**src/rtl/dpa_pkg.sv**
```systemverilog
// Shared definitions for the dual-path-adder operand stage: op codes and
// the carry-dependency helper.
package dpa_pkg;

    localparam int OP_LEN = 3;

    localparam logic [OP_LEN-1:0] OP_ADD  = 3'd0;
    localparam logic [OP_LEN-1:0] OP_SUB  = 3'd1;
    localparam logic [OP_LEN-1:0] OP_ADC  = 3'd2;
    localparam logic [OP_LEN-1:0] OP_SBB  = 3'd3;
    localparam logic [OP_LEN-1:0] OP_CMP  = 3'd4;
    localparam logic [OP_LEN-1:0] OP_INC  = 3'd5;
    localparam logic [OP_LEN-1:0] OP_DEC  = 3'd6;
    localparam logic [OP_LEN-1:0] OP_PASS = 3'd7;

    // Ops whose carry-in reads c_flag and so must wait for older results.
    function automatic logic is_carry_dep(input logic [OP_LEN-1:0] op);
        return (op == OP_ADC) || (op == OP_SBB);
    endfunction

endpackage

```
**src/rtl/dpa_operand_stage_if.sv**
```systemverilog
// Request, adder-side, result-return and status signals of the operand stage.
// The slave modport is the stage itself; master is whoever drives it.
interface dpa_operand_stage_if #(
    parameter int WIDTH = 32
);
    logic                        in_valid;
    logic                        in_ready;
    logic [dpa_pkg::OP_LEN-1:0]  in_op;
    logic [WIDTH-1:0]            in_a;
    logic [WIDTH-1:0]            in_b;

    logic                        out_valid;
    logic                        out_ready;
    logic [WIDTH-1:0]            out_a;
    logic [WIDTH-1:0]            out_b;
    logic                        out_cin;
    logic [dpa_pkg::OP_LEN-1:0]  out_op;

    logic                        res_valid;
    logic                        res_upd;
    logic                        res_cout;

    logic                        c_flag;
    logic [3:0]                  pend_cnt;
    logic                        busy;

    modport slave (
        input  in_valid, in_op, in_a, in_b, out_ready, res_valid, res_upd, res_cout,
        output in_ready, out_valid, out_a, out_b, out_cin, out_op, c_flag, pend_cnt, busy
    );

    modport master (
        output in_valid, in_op, in_a, in_b, out_ready, res_valid, res_upd, res_cout,
        input  in_ready, out_valid, out_a, out_b, out_cin, out_op, c_flag, pend_cnt, busy
    );

endinterface

```
**src/rtl/dpa_op_decode.sv**
```systemverilog
// Combinational op decode: turns an op code into adder operands a, b, cin.
module dpa_op_decode
    import dpa_pkg::*;
#(
    parameter int WIDTH = 32
) (
    input  logic [OP_LEN-1:0] op_i,
    input  logic [WIDTH-1:0]  a_i,
    input  logic [WIDTH-1:0]  b_i,
    input  logic              c_flag_i,
    output logic [WIDTH-1:0]  a_o,
    output logic [WIDTH-1:0]  b_o,
    output logic              cin_o
);

    assign a_o = a_i;

    always_comb begin
        // NOTE: defaults first so every path assigns and no latch is inferred.
        b_o   = b_i;
        cin_o = 1'b0;
        unique case (op_i)
            OP_ADD:  begin b_o = b_i;        cin_o = 1'b0;     end
            OP_SUB:  begin b_o = ~b_i;       cin_o = 1'b1;     end
            OP_ADC:  begin b_o = b_i;        cin_o = c_flag_i; end
            OP_SBB:  begin b_o = ~b_i;       cin_o = c_flag_i; end
            OP_CMP:  begin b_o = ~b_i;       cin_o = 1'b1;     end
            OP_INC:  begin b_o = '0;         cin_o = 1'b1;     end
            OP_DEC:  begin b_o = '1;         cin_o = 1'b0;     end
            OP_PASS: begin b_o = '0;         cin_o = 1'b0;     end
            default: begin b_o = b_i;        cin_o = 1'b0;     end
        endcase
    end

endmodule

```
**src/rtl/dpa_operand_stage.sv**
```systemverilog
// Registered operand-preparation stage in front of the dual-path adder:
// decodes ops, holds the carry flag and counts ops still in flight.
module dpa_operand_stage
    import dpa_pkg::*;
#(
    parameter int WIDTH    = 32,
    parameter int MAX_PEND = 4
) (
    input  logic                clk,
    input  logic                rst_n,
    dpa_operand_stage_if.slave  bus
);

    localparam logic [3:0] MAX_PEND_C = 4'(MAX_PEND);

    logic [WIDTH-1:0]  dec_a;
    logic [WIDTH-1:0]  dec_b;
    logic              dec_cin;

    logic              out_valid_q;
    logic [WIDTH-1:0]  out_a_q;
    logic [WIDTH-1:0]  out_b_q;
    logic              out_cin_q;
    logic [OP_LEN-1:0] out_op_q;
    logic              c_flag_q;
    logic [3:0]        pend_cnt_q;
    logic [3:0]        pend_cnt_d;

    logic              in_ready;
    logic              accept;
    logic              res_take;

    dpa_op_decode #(.WIDTH(WIDTH)) u_decode (
        .op_i     (bus.in_op),
        .a_i      (bus.in_a),
        .b_i      (bus.in_b),
        .c_flag_i (c_flag_q),
        .a_o      (dec_a),
        .b_o      (dec_b),
        .cin_o    (dec_cin)
    );

    // ADC/SBB wait for an empty pipeline so c_flag already holds every older carry.
    assign in_ready = (!out_valid_q || bus.out_ready)
                   && (pend_cnt_q < MAX_PEND_C)
                   && !(is_carry_dep(bus.in_op) && (pend_cnt_q != 4'd0));
    assign accept   = bus.in_valid && in_ready;
    assign res_take = bus.res_valid && (pend_cnt_q != 4'd0);

    always_comb begin
        pend_cnt_d = pend_cnt_q;
        unique case ({accept, res_take})
            2'b10:   pend_cnt_d = pend_cnt_q + 4'd1;
            2'b01:   pend_cnt_d = pend_cnt_q - 4'd1;
            default: pend_cnt_d = pend_cnt_q;
        endcase
    end

    // NOTE: sequential state is written only with non-blocking assignments.
    always_ff @(posedge clk or negedge rst_n) begin
        if (!rst_n) begin
            out_valid_q <= 1'b0;
            out_a_q     <= '0;
            out_b_q     <= '0;
            out_cin_q   <= 1'b0;
            out_op_q    <= '0;
            c_flag_q    <= 1'b0;
            pend_cnt_q  <= 4'd0;
        end else begin
            if (accept) begin
                out_valid_q <= 1'b1;
                out_a_q     <= dec_a;
                out_b_q     <= dec_b;
                out_cin_q   <= dec_cin;
                out_op_q    <= bus.in_op;
            end else if (bus.out_ready) begin
                out_valid_q <= 1'b0;
            end
            if (bus.res_valid && bus.res_upd) begin
                c_flag_q <= bus.res_cout;
            end
            pend_cnt_q <= pend_cnt_d;
        end
    end

    assign bus.in_ready  = in_ready;
    assign bus.out_valid = out_valid_q;
    assign bus.out_a     = out_a_q;
    assign bus.out_b     = out_b_q;
    assign bus.out_cin   = out_cin_q;
    assign bus.out_op    = out_op_q;
    assign bus.c_flag    = c_flag_q;
    assign bus.pend_cnt  = pend_cnt_q;
    assign bus.busy      = (pend_cnt_q != 4'd0);

endmodule

```
**src/flat_wrapper.sv**
```systemverilog
// flat-port wrapper written by rule: the top's interface ports become plain ports
module dpa_operand_stage_flat import dpa_pkg::*;
#(
    parameter int WIDTH    = 32,
    parameter int MAX_PEND = 4
)
  (clk, rst_n, bus_in_valid, bus_in_op, bus_in_a, bus_in_b, bus_out_ready, bus_res_valid, bus_res_upd, bus_res_cout, bus_in_ready, bus_out_valid, bus_out_a, bus_out_b, bus_out_cin, bus_out_op, bus_c_flag, bus_pend_cnt, bus_busy);
  dpa_operand_stage_if #(.WIDTH(WIDTH)) bus_i ();
  input  logic clk;
  input  logic rst_n;
  input wire logic [$bits(bus_i.in_valid)-1:0] bus_in_valid;
  input wire logic [$bits(bus_i.in_op)-1:0] bus_in_op;
  input wire logic [$bits(bus_i.in_a)-1:0] bus_in_a;
  input wire logic [$bits(bus_i.in_b)-1:0] bus_in_b;
  input wire logic [$bits(bus_i.out_ready)-1:0] bus_out_ready;
  input wire logic [$bits(bus_i.res_valid)-1:0] bus_res_valid;
  input wire logic [$bits(bus_i.res_upd)-1:0] bus_res_upd;
  input wire logic [$bits(bus_i.res_cout)-1:0] bus_res_cout;
  output wire logic [$bits(bus_i.in_ready)-1:0] bus_in_ready;
  output wire logic [$bits(bus_i.out_valid)-1:0] bus_out_valid;
  output wire logic [$bits(bus_i.out_a)-1:0] bus_out_a;
  output wire logic [$bits(bus_i.out_b)-1:0] bus_out_b;
  output wire logic [$bits(bus_i.out_cin)-1:0] bus_out_cin;
  output wire logic [$bits(bus_i.out_op)-1:0] bus_out_op;
  output wire logic [$bits(bus_i.c_flag)-1:0] bus_c_flag;
  output wire logic [$bits(bus_i.pend_cnt)-1:0] bus_pend_cnt;
  output wire logic [$bits(bus_i.busy)-1:0] bus_busy;
  assign bus_i.in_valid = bus_in_valid;
  assign bus_i.in_op = bus_in_op;
  assign bus_i.in_a = bus_in_a;
  assign bus_i.in_b = bus_in_b;
  assign bus_i.out_ready = bus_out_ready;
  assign bus_i.res_valid = bus_res_valid;
  assign bus_i.res_upd = bus_res_upd;
  assign bus_i.res_cout = bus_res_cout;
  assign bus_in_ready = bus_i.in_ready;
  assign bus_out_valid = bus_i.out_valid;
  assign bus_out_a = bus_i.out_a;
  assign bus_out_b = bus_i.out_b;
  assign bus_out_cin = bus_i.out_cin;
  assign bus_out_op = bus_i.out_op;
  assign bus_c_flag = bus_i.c_flag;
  assign bus_pend_cnt = bus_i.pend_cnt;
  assign bus_busy = bus_i.busy;
  dpa_operand_stage #(.WIDTH(WIDTH), .MAX_PEND(MAX_PEND)) u_core (.clk(clk), .rst_n(rst_n), .bus(bus_i));
endmodule
```
**config.mk**
```make
export PLATFORM = sky130hd
export DESIGN_NAME = dpa_operand_stage_flat
export DESIGN_NICKNAME = d
export VERILOG_FILES = /design/src/rtl/dpa_pkg.sv /design/src/rtl/dpa_operand_stage_if.sv /design/src/rtl/dpa_op_decode.sv /design/src/rtl/dpa_operand_stage.sv /design/src/flat_wrapper.sv
export SDC_FILE = /design/constraint.sdc
export NUM_CORES = 1
export LEC_CHECK = 0
export CORE_MARGIN = 1.5
export CORE_UTILIZATION = 35
export CTS_CLUSTER_SIZE = 8
export DETAILED_ROUTE_END_ITERATION = 12
export HOLD_SLACK_MARGIN = 0.06
export PLACE_DENSITY_LB_ADDON = 0.12
export SKIP_LAST_GASP = 1
export SYNTH_ARGS = -nofsm -noshare
export SYNTH_HDL_FRONTEND = slang
export SYNTH_SLANG_ARGS = --single-unit
```
**constraint.sdc**
```tcl
create_clock -name clk -period 4.8 [get_ports clk]
set_clock_uncertainty 0.15 [all_clocks]
set_input_delay 0.72 -clock clk [delete_from_list [all_inputs] [get_ports clk]]
set_output_delay 0.72 -clock clk [all_outputs]
set_load 0.005 [all_outputs]
```
==> impl_results.md <==
- Non-filler cells, final: 588
- Die Y: 110 um
- Vias: 2,985
- Row cnt: 38
- CTS sink count: 74
- Max_cap viols: 0
- Die Span X: 110 um
- Register area: 1850 sq um
- Clock Latency Late Sink: 330 ps
- Total Wirelength: 9610 um
- Root Buffer: clkbuf_16
- Max rail drop VDD: 291 uV
- Crit path DAT: 3230 ps
- GRT Overall Usage: 0.161
- Hold Vio Cnt, Final: 0
- Worst slew pin tran: 1200 ps
- Min Tclk post-route: 3160 ps
- Yosys top cell area share: 0.465
- Tcrit/Tclk final: 0.659
- Post-CTS Setup Bufs: 0
- Status: complete, no violations
- Async set-reset flop share out of synthesis: 1.00
- Initial drt markers: 106
- Synth top cells by count: dfrtp_1, mux2_4, nor3_1, a211oi_1, o21a_1
- Syn Inst Count: 305
- P_leak: 0.00252 uW
- Number of fill cells in the layout: 938
- Pre-CTS setup slack: 1300 ps
- # DRC: 0
- Ports: 150
- Worst-path cell chain: clkdlybuf4s50_1 > nand2b_1 > o2111ai_4 > buf_4 > buf_4 > mux2_4
- Initial antenna violation count: 0
- Critical path's slowest cell: buf_4
- Pwr/cell area: 608 nW/um^2
- Max Fclk: 0.316 GHz
- Area Overhead vs Synth: 46.3%
- DP Wirelength: 6330 um
- Antenna Violating Nets Remaining: 0
- Starting Density: 0.362
- Synth area leader: dfrtp_1
- Congestion Overflow GR: 0
- Mapped Nets: 383
- Post-synth EDFFs: 0
- Netlist cell types: 30
- First-pass GRT wire length: 14,900 um
- Multi-input logic area: 1950 sq um
- Seq cells post-synth: 74
- Synthesized area per cell: 13.0 sq um
- Final WS setup: 1640 ps
- Post-CTS sizing: 0
- CTS max path bufs: 2
- Synth warnings: 0
- Crit Path Class: in -> reg
- Hold Crit Class: reg -> reg
- Synth area leaders: dfrtp_1, mux2_4, a211oi_1
- CP endpoint kind: flop
- Detailed Routing Iterations Pass 1: 4
- Placed Cells: 572
- RSZ-0062 raised after global routing: no
- Most numerous cell in the Yosys netlist: dfrtp_1
- Hold buffers post-CTS: 0
- Critical Path Start Type: input pin
- Core area: 11,000 sq um
- Total Power: 3540 uW
- Cts bufs inserted: 9
- Most used cell, CP: buf_4
- Critical path required time: 4860 ps
- Slew headroom: 0.201
- Post-Syn Area: 3980 sq um
- H-Tree Depth: 3
- Maximum number of pins on one net before global-route repair: 75
- Nets: 521
- Slew Limit Fails: 0
- Setup Viol. Count Final: 0
- CP peak stage delay: 720 ps
- CP Max Fanout: 44
- DR vias/cell: 5.08
- Per-cell routed wire length: 16.3 um
- Sequential-to-total area share from yosys stat: 0.465
- Routability Congestion: 0.702
- Hold WS: 356 ps
- Die area: 12,000 sq um
- Synth Flop Type: dfrtp_1
- CTS tree: yes
- Fraction of layout cells with a size suffix above 1: 0.212
- Vias in the first global route: 2,901
- Reg clk slew, reported paths: 60 ps
- # diodes: 0
- Setup Total Neg Slack: 0 ps
- Port buffer count: 149
routing by layer:
metal	up-vias	wire, um	GRT usage
met5	-	0	0
met2	108	4150	0.246
met4	0	60	0.0334
met3	6	751	0.0616
met1	1462	4650	0.216
li1	1409	-	-
placed cells by master, fill, tap and decap left out:
cell type / Yosys / final
a2111o_1: 1 / 1
a211oi_1: 32 / 32
a21oi_1: 2 / 2
and2_1: 1 / 1
buf_2: 9 / 2
buf_4: 0 / 5
bufinv_16: 0 / 2
clkbuf_1: 10 / 1
clkbuf_16: 0 / 9
clkdlybuf4s50_1: 0 / 146
clkinv_2: 0 / 1
clkinv_4: 0 / 1
clkinvlp_4: 0 / 1
dfrtp_1: 74 / 74
fa_1: 1 / 1
ha_1: 3 / 3
inv_1: 5 / 5
inv_6: 0 / 1
mux2_2: 2 / 2
mux2_4: 68 / 68
mux2i_1: 1 / 1
nand2_1: 4 / 4
nand2b_1: 2 / 2
nand3_1: 2 / 2
nor2_1: 3 / 3
nor2b_2: 0 / 1
nor3_1: 33 / 33
nor3b_1: 3 / 3
o2111ai_4: 1 / 1
o211ai_1: 1 / 1
o21a_1: 32 / 32
o21ai_0: 2 / 2
o22ai_1: 1 / 1
o311ai_0: 1 / 1
or4b_2: 1 / 1
xnor2_1: 1 / 1
xor2_1: 1 / 1
critical path: cells and delay by family:
family,cells,cell delay [ps]
AO/OA/AOI/OAI,1,210
buffers and inverters,3,1710
multiplexers,1,350
AND/OR/NAND/NOR,1,150
through the flow:
stage,util,instance area (sq um)
3_5_place_dp,0.501,5510
4_1_cts,0.530,5820
2_1_floorplan,-,3980
3_3_place_gp,0.501,5510
6_report,0.530,5820
5_1_grt,0.530,5820
cell families (layout without fill, tap and decap cells):
logic type	after synthesis	after routing	share of synthesized area
flops	74	74	0.465
compound gates	73	73	0.141
mux	71	71	0.265
simple gates	50	50	0.0651
buf+inv	31	174	0.0453
fa+ha+maj	4	4	0.0145
xor+xnor	2	2	0.00440
area by class of cell:
cell class                      instances  area share
Inverter                                5     0.00322
Timing Repair Buffer                  153       0.259
Multi-Input combinational cell        200       0.335
Sequential cell                        74       0.318
Tap cell                              140      0.0301
Clock inverter                          6      0.0155
Clock buffer                           10      0.0393
state kept, by name, indices dropped and copies added, names as in the netlist:
register,cells
u_core.bus.out_a,32
u_core.bus.out_valid,1
u_core.bus.c_flag,1
u_core.bus.out_b,32
u_core.bus.out_op,3
u_core.bus.out_cin,1
u_core.bus.pend_cnt,4
report_power, final:
part | internal (uW) | leakage, uW | switching [uW]
registers | 946 | 0.000879 | 206
logic | 1170 | 0.00148 | 492
clock network | 457 | 0.000153 | 268
worst paths after layout:
kind                       slack, ps                            endpoint  depth (start not counted)                               start
setup reg to reg                1960  u_core.bus.pend_cnt[3]$_DFFE_PN0P_                          8  u_core.bus.pend_cnt[0]$_DFFE_PN0P_
min in group asynchronous        390    u_core.bus.out_a[11]$_DFFE_PN0P_                          1                               rst_n
max in group asynchronous       3460     u_core.bus.out_b[9]$_DFFE_PN0P_                          1                               rst_n
hold / removal                   360     u_core.bus.out_a[1]$_DFFE_PN0P_                          1     u_core.bus.out_a[1]$_DFFE_PN0P_
hold reg to reg                  360     u_core.bus.out_a[1]$_DFFE_PN0P_                          1     u_core.bus.out_a[1]$_DFFE_PN0P_
setup / recovery                1640    u_core.bus.out_op[1]$_DFFE_PN0P_                          6                        bus_in_op[1]
(Power assumes the default switching activity.)
